--- config.mk ---
export PLATFORM = sky130hd
export DESIGN_NAME = layer_output_serializer
export DESIGN_NICKNAME = d
export VERILOG_FILES = /design/src/rtl/layer_output_serializer.sv
export SDC_FILE = /design/constraint.sdc
export NUM_CORES = 1
export LEC_CHECK = 0
export BUFFER_PORTS_ARGS = -buffer_cell sky130_fd_sc_hd__buf_2
export CAP_MARGIN = 20
export CORE_MARGIN = 2
export CORE_UTILIZATION = 30
export CTS_BUF_LIST = sky130_fd_sc_hd__clkbuf_8
export DETAILED_ROUTE_END_ITERATION = 6
export PLACE_DENSITY = 0.54
export REMOVE_ABC_BUFFERS = 1
export SYNTH_ARGS = -nofsm -noshare
export SYNTH_HDL_FRONTEND = slang
export SYNTH_SLANG_ARGS = --single-unit
--- constraint.sdc ---
create_clock -name clk -period 8.29 [get_ports clk]
set_clock_uncertainty 0.1 [all_clocks]
set_input_delay 0.829 -clock clk [delete_from_list [all_inputs] [get_ports clk]]
set_output_delay 0.829 -clock clk [all_outputs]
set_load 0.02 [all_outputs]
--- src/rtl/layer_output_serializer.sv ---
// Captures one parallel Q7.24 layer result vector and streams it out one neuron per beat, then
// pulses the argmax of the streamed values. Optional macro RELU_EN clamps negative words to 0 at capture.
module layer_output_serializer #(
    parameter int NEURONS = 2,
    parameter int DATA_W  = 32,
    parameter int IDX_W   = (NEURONS > 1) ? $clog2(NEURONS) : 1
) (
    input  logic                     clk,
    input  logic                     rst,
    input  logic                     in_valid,
    output logic                     in_ready,
    input  logic signed [DATA_W-1:0] data_inputs [NEURONS],
    output logic                     out_valid,
    input  logic                     out_ready,
    output logic signed [DATA_W-1:0] out_data,
    output logic [IDX_W-1:0]         out_index,
    output logic                     out_last,
    output logic                     argmax_valid,
    output logic [IDX_W-1:0]         argmax_index,
    output logic signed [DATA_W-1:0] argmax_value
);

    typedef enum logic {IDLE, STREAM} state_t;

    localparam logic [IDX_W-1:0] LAST_IDX = IDX_W'(NEURONS - 1);

    state_t                   state;
    logic signed [DATA_W-1:0] cap_q [NEURONS];
    logic [IDX_W-1:0]         cnt;
    logic [IDX_W-1:0]         cnt_nxt;
    logic signed [DATA_W-1:0] max_value;
    logic [IDX_W-1:0]         max_index;
    logic                     beat_acc;
    logic                     beat_gt;

    function automatic logic signed [DATA_W-1:0] relu(input logic signed [DATA_W-1:0] x);
`ifdef RELU_EN
        return (x < 0) ? '0 : x;
`else
        return x;
`endif
    endfunction

    assign cnt_nxt  = cnt + 1'b1;
    assign beat_acc = out_valid && out_ready;
    // Strict greater-than keeps the lower index on ties; beat 0 equals the seed so it never wins.
    assign beat_gt  = out_data > max_value;

    always_ff @(posedge clk) begin
        if (rst) begin
            state        <= IDLE;
            for (int i = 0; i < NEURONS; i++) cap_q[i] <= '0;
            cnt          <= '0;
            max_value    <= '0;
            max_index    <= '0;
            in_ready     <= 1'b1;
            out_valid    <= 1'b0;
            out_data     <= '0;
            out_index    <= '0;
            out_last     <= 1'b0;
            argmax_valid <= 1'b0;
            argmax_index <= '0;
            argmax_value <= '0;
        end else begin
            argmax_valid <= 1'b0;
            case (state)
                IDLE: begin
                    if (in_valid && in_ready) begin
                        for (int i = 0; i < NEURONS; i++) cap_q[i] <= relu(data_inputs[i]);
                        cnt       <= '0;
                        max_value <= relu(data_inputs[0]);
                        max_index <= '0;
                        out_valid <= 1'b1;
                        out_data  <= relu(data_inputs[0]);
                        out_index <= '0;
                        out_last  <= (NEURONS == 1);
                        in_ready  <= 1'b0;
                        state     <= STREAM;
                    end
                end
                STREAM: begin
                    if (beat_acc) begin
                        if (beat_gt) begin
                            max_value <= out_data;
                            max_index <= cnt;
                        end
                        if (cnt == LAST_IDX) begin
                            // Result registers see the final beat in the same edge it is accepted.
                            argmax_valid <= 1'b1;
                            argmax_index <= beat_gt ? cnt : max_index;
                            argmax_value <= beat_gt ? out_data : max_value;
                            out_valid    <= 1'b0;
                            out_data     <= '0;
                            out_index    <= '0;
                            out_last     <= 1'b0;
                            in_ready     <= 1'b1;
                            state        <= IDLE;
                        end else begin
                            cnt       <= cnt_nxt;
                            out_data  <= cap_q[cnt_nxt];
                            out_index <= cnt_nxt;
                            out_last  <= (cnt_nxt == LAST_IDX);
                        end
                    end
                end
                default: state <= IDLE;
            endcase
        end
    end

endmodule

# After elaboration in Yosys (flattened, before gate mapping)
# Memories as Yosys holds them, arrays and structs flattened.
# Index checks and enable logic that the tools add are counted.
[op_classes] eq_ne=4 n_addsub=1 bitwise=4 order_cmp=1 n_reduce_logical=7 mux=37
[op_table] cell="$mux 32" count=7
[op_table] cell="$pmux 32 s2" count=2
[op_table] cell="$gt 32x32->1" count=1
[op_table] cell="$mux 1" count=22
[op_table] cell="$pmux 1 s2" count=6
[op_table] cell="$reduce_and 3->1" count=3
[op_table] cell="$ne 2x1->1 const B" count=3
[op_table] cell="$reduce_or 3->1" count=1
[op_table] cell="$logic_and 1x1->1" count=2
[op_table] cell="$ne 2x2->1 const B" count=1
[op_table] cell="$not 1->1" count=2
[op_table] cell="$or 1x1->1" count=2
[op_table] cell="$reduce_and 2->1" count=1
[op_table] cell="$add 1x1->1 const B" count=1
[word_totals] output_inout_bits=70 mem_count=1 reg_bits=104 mem_bits_rw=64 input_bits=68
[memory_table] memory="cap_q" depth=2 word_bits=32 read_ports=1 rd_ports_with_merged_regs=0 wr=2 line="28" source="logic signed [DATA_W-1:0] cap_q [NEURONS];"

# Longest topological paths before layout
[depth] depth_word=6 mapped_depth=11 depth_no_buf=9

# Worst setup path before layout
# Ideal clock, no wire load.
[synth_timing] kind="register to register" start="register out_data[14]" end="register argmax_value[15]" stages_incl_launch_ff=11 slack_ns=5.468 n_path_buf=2 arrival_time_ns=2.600 setup_ns=0.122 cell_sequence="dfxtp_1 -> ha_1 -> a21oi_2 -> nand2_1 -> a221o_1 -> o31a_1 -> or3_4 -> and2_4 -> buf_6 -> buf_6 -> o311a_1"
[synth_via] elab_chain_cells=2
[synth_lines] item="start: declaration" line="15" source="output logic signed [DATA_W-1:0] out_data,"
[synth_lines] item="start signal: assignment" line="74" source="out_data <= relu(data_inputs[0]);"
[synth_lines] item="start signal: assignment" line="100" source="out_data <= cap_q[cnt_nxt];"
[synth_lines] item="$gt 32x32->1" line="47" source="assign beat_gt = out_data > max_value;"
[synth_lines] item="$mux 32"
[synth_lines] item="end signal: assignment" line="91" source="argmax_value <= beat_gt ? out_data : max_value;"
[synth_lines] item="end: declaration" line="20" source="output logic signed [DATA_W-1:0] argmax_value"
# No other way between the ends.
# A chain may end at the register's enable or synchronous reset.

# Final worst setup path
[layout_timing] start="register out_data[14]" end="register max_value[9]"
[layout_via] elab_chain_cells=4
[layout_lines] item="$gt 32x32->1" line="47"
[layout_lines] item="$mux 32 (2 in a row)"
[layout_lines] item="$pmux 32 s2"
[layout_lines] item="end signal: assignment" line="71" source="max_value <= relu(data_inputs[0]);"
[layout_lines] item="end signal: assignment" line="84" source="max_value <= out_data;"
[layout_lines] item="end: declaration" line="31" source="logic signed [DATA_W-1:0] max_value;"
# No other way between the ends. The select of a mux whose other input is x is not followed.

==> metrics.yaml <==
place:
  hpwlAfterDp_um: 12700
  dp_slack_ps: 4530
  port_buffers: 137
  dp_cells: 1099
  gp_congestion: 0.720
finish:
  nFillCells: 2388
  drive_gt1_share_pct: 22.6
  antenna_cells: 0
  fin_nets: 934
  areaGrowthSynthToFinish_pct: 17.2
  final_cells: 1132
global_routing:
  grt_pass1_wl_um: 35100
  grt_overflow: 0
  antenna_found_initial: 0
  grt_max_degree: 100
  grt_pass1_vias: 6089
  track_usage_pct: 18.4
logic_synthesis:
  yosysSeqAreaShare_pct: 43.8
  synth_seq_cells: 136
  synth.area.top_cells: "dfxtp_1, edfxtp_1, ha_1"
  synth_edf_count: 32
  yosys_warnings: 0
  yosys.area.top_type_share_pct: 30.0
  yosysMostFrequentCell: "dfxtp_1"
  synth_area_leader_cell: "dfxtp_1"
  ys_top_cells_by_count: "dfxtp_1, nor2_1, clkbuf_1, nor3_1, nand4_1"
  postSynthAreaPerCell_um2: 9.28
  syn_inst: 748
  netlist_area_um2: 6940
  synth-main-ff-cell: "dfxtp_1"
  synth_cell_types: 39
  async_flop_share_pct: 0
clock_tree:
  postCtsSetupBuffers: 0
  numCtsBuffers: 17
  cts_sinks: 136
  holdBufCountCts: 0
  htree_levels: 4
  cts_tree: "built"
  clk_latency_ps: 460
  cts_root_buf: "clkbuf_8"
  cts_resized: 0
  clk_path_buf_depth: 2
  clkTransAtPathRegs_ps: 80
setup_path:
  worst_ep_required_time_ps: 8490
  start_kind: "flop"
  r2r_cells: 8
  worstPathArrival_ps: 3910
  critical_path.max_fanout: 67
  critical_path_class: "flop to flop"
  cp-end-kind: "flop"
timing:
  fmax_mhz: 269
  fin_crit_sh_pct: 44.8
  setup_violations: 0
  slew_headroom_pct: 32.5
  hold_viol_final: 0
  tightestPinTransition_ps: 1010
  fin_setup_tns_ps: 0
  min_period_ps: 3720
  drv_slew: 0
  rsz0062_at_grt: "no"
  setup_ws_ps: 4570
floorplanning:
  initial_core_util_pct: 30.6
  row_count: 55
  dieHeight_um: 156
  die-width_um: 156
  ios: 138
  floorplan.die_area_um2: 24400
  core_area_um2: 22700
power_and_ir_drop:
  peakVddDrop_uv: 108
  pwr_density_cell_nw_per_um2: 223
  leakagePower_nw: 3.14
run:
  drv_cap: 0
routing:
  drc: 0
  ant_nets: 0
  first_pass_iters: 4
  wl_um: 22200
  drt-initial-drc-count: 323
  routedWlPerCell_um: 19.6
  num_vias: 6310
  viasPerCell: 5.57
outcome:
  run_status: "finished, final reports clean"
hold_path:
  hold_class: "flop to flop"
  whs_path_depth: 2
## critical path, stage by stage, from the launching register on
cell and delay, ps:
dfxtp_1 370, ha_1 350, nand4_1 180, or3_1 450
a21oi_1 170, o31a_1 230, or3_4 620, and2_4 810
a311oi_1 210
## state kept, by name (all words and copies together) (netlist names), 32 cells and up
| register | flops |
|---|---|
| argmax_value | 32 |
| out_data | 32 |
| cap_q | 32 |
| max_value | 32 |
## placed cells by master (no fill, tap or decap), types with 6 or more instances in the layout
master / netlist / routed
edfxtp_1: 32 / 32
o311a_1: 31 / 31
nand2_1: 12 / 12
ha_1: 32 / 32
clkinv_2: 0 / 7
nand3_1: 6 / 6
nor2_1: 101 / 98
a221oi_1: 33 / 33
buf_4: 2 / 11
a21oi_1: 14 / 14
clkbuf_8: 0 / 18
buf_2: 4 / 136
nor3_1: 64 / 64
a311oi_1: 33 / 33
and2_1: 33 / 32
inv_1: 38 / 37
a211o_1: 32 / 32
dfxtp_1: 104 / 103
nand4_1: 40 / 40
a2111oi_0: 32 / 32
## per-layer routing
layer / share of wire (%) / GRT usage [%] / vias up
met5: 0 / 0 / -
met4: 1.5 / 4.72 / 0
met3: 4.9 / 3.86 / 28
met2: 45 / 28.6 / 182
met1: 48 / 26.0 / 3047
li1: - / - / 3053
## path summary, 6_finish.rpt
kind,end,startpoint,slack (ps)
max,max_value[9],out_data[14],4570
min,out_last,out_last,380
max reg2reg,max_value[9],out_data[14],4570
min reg2reg,out_last,out_last,380
## logic make-up (layout without fill, tap and decap cells)
family	after synthesis	count (layout)	share of synthesized area (%)
fa+ha+maj	32	32	5.77
compound gates	195	195	24.1
simple gates	266	266	18.8
flops	136	136	43.8
buf+inv	119	218	7.59
## final cells by class
class	count	area, um2	area share, %
repair buffers	148	783	9.63
flip-flops and latches	136	3040	37.4
inverters	38	143	1.75
clock inverters	14	156	1.92
well taps	285	357	4.38
clock buffers	18	248	3.04
multi-input cells	493	3410	41.9
## metrics by stage
| step | cell area (um2) | total power [mW] | utilization (%) | hold slack, ps |
|---|---|---|---|---|
| after global routing | 8140 | 1.91 | 35.8 | 403 |
| after CTS | 8120 | 1.83 | 35.7 | 378 |
| after detailed placement | 7710 | 1.26 | 34.0 | 359 |
| after global placement | 7710 | 1.26 | 34.0 | 361 |
| after floorplan | 6560 | 1.06 | - | 353 |
| final | 8140 | 1.82 | 35.8 | 380 |
## where the power goes
| group | leakage, nW | internal, mW | switching, mW | total [mW] |
|---|---|---|---|---|
| clock network | 0.204 | 0.301 | 0.276 | 0.577 |
| logic | 1.75 | 0.133 | 0.340 | 0.473 |
| registers | 1.19 | 0.731 | 0.0361 | 0.767 |
| total | 3.14 | 1.17 | 0.651 | 1.82 |
No activity file was read; power rests on OpenSTA's default activity.
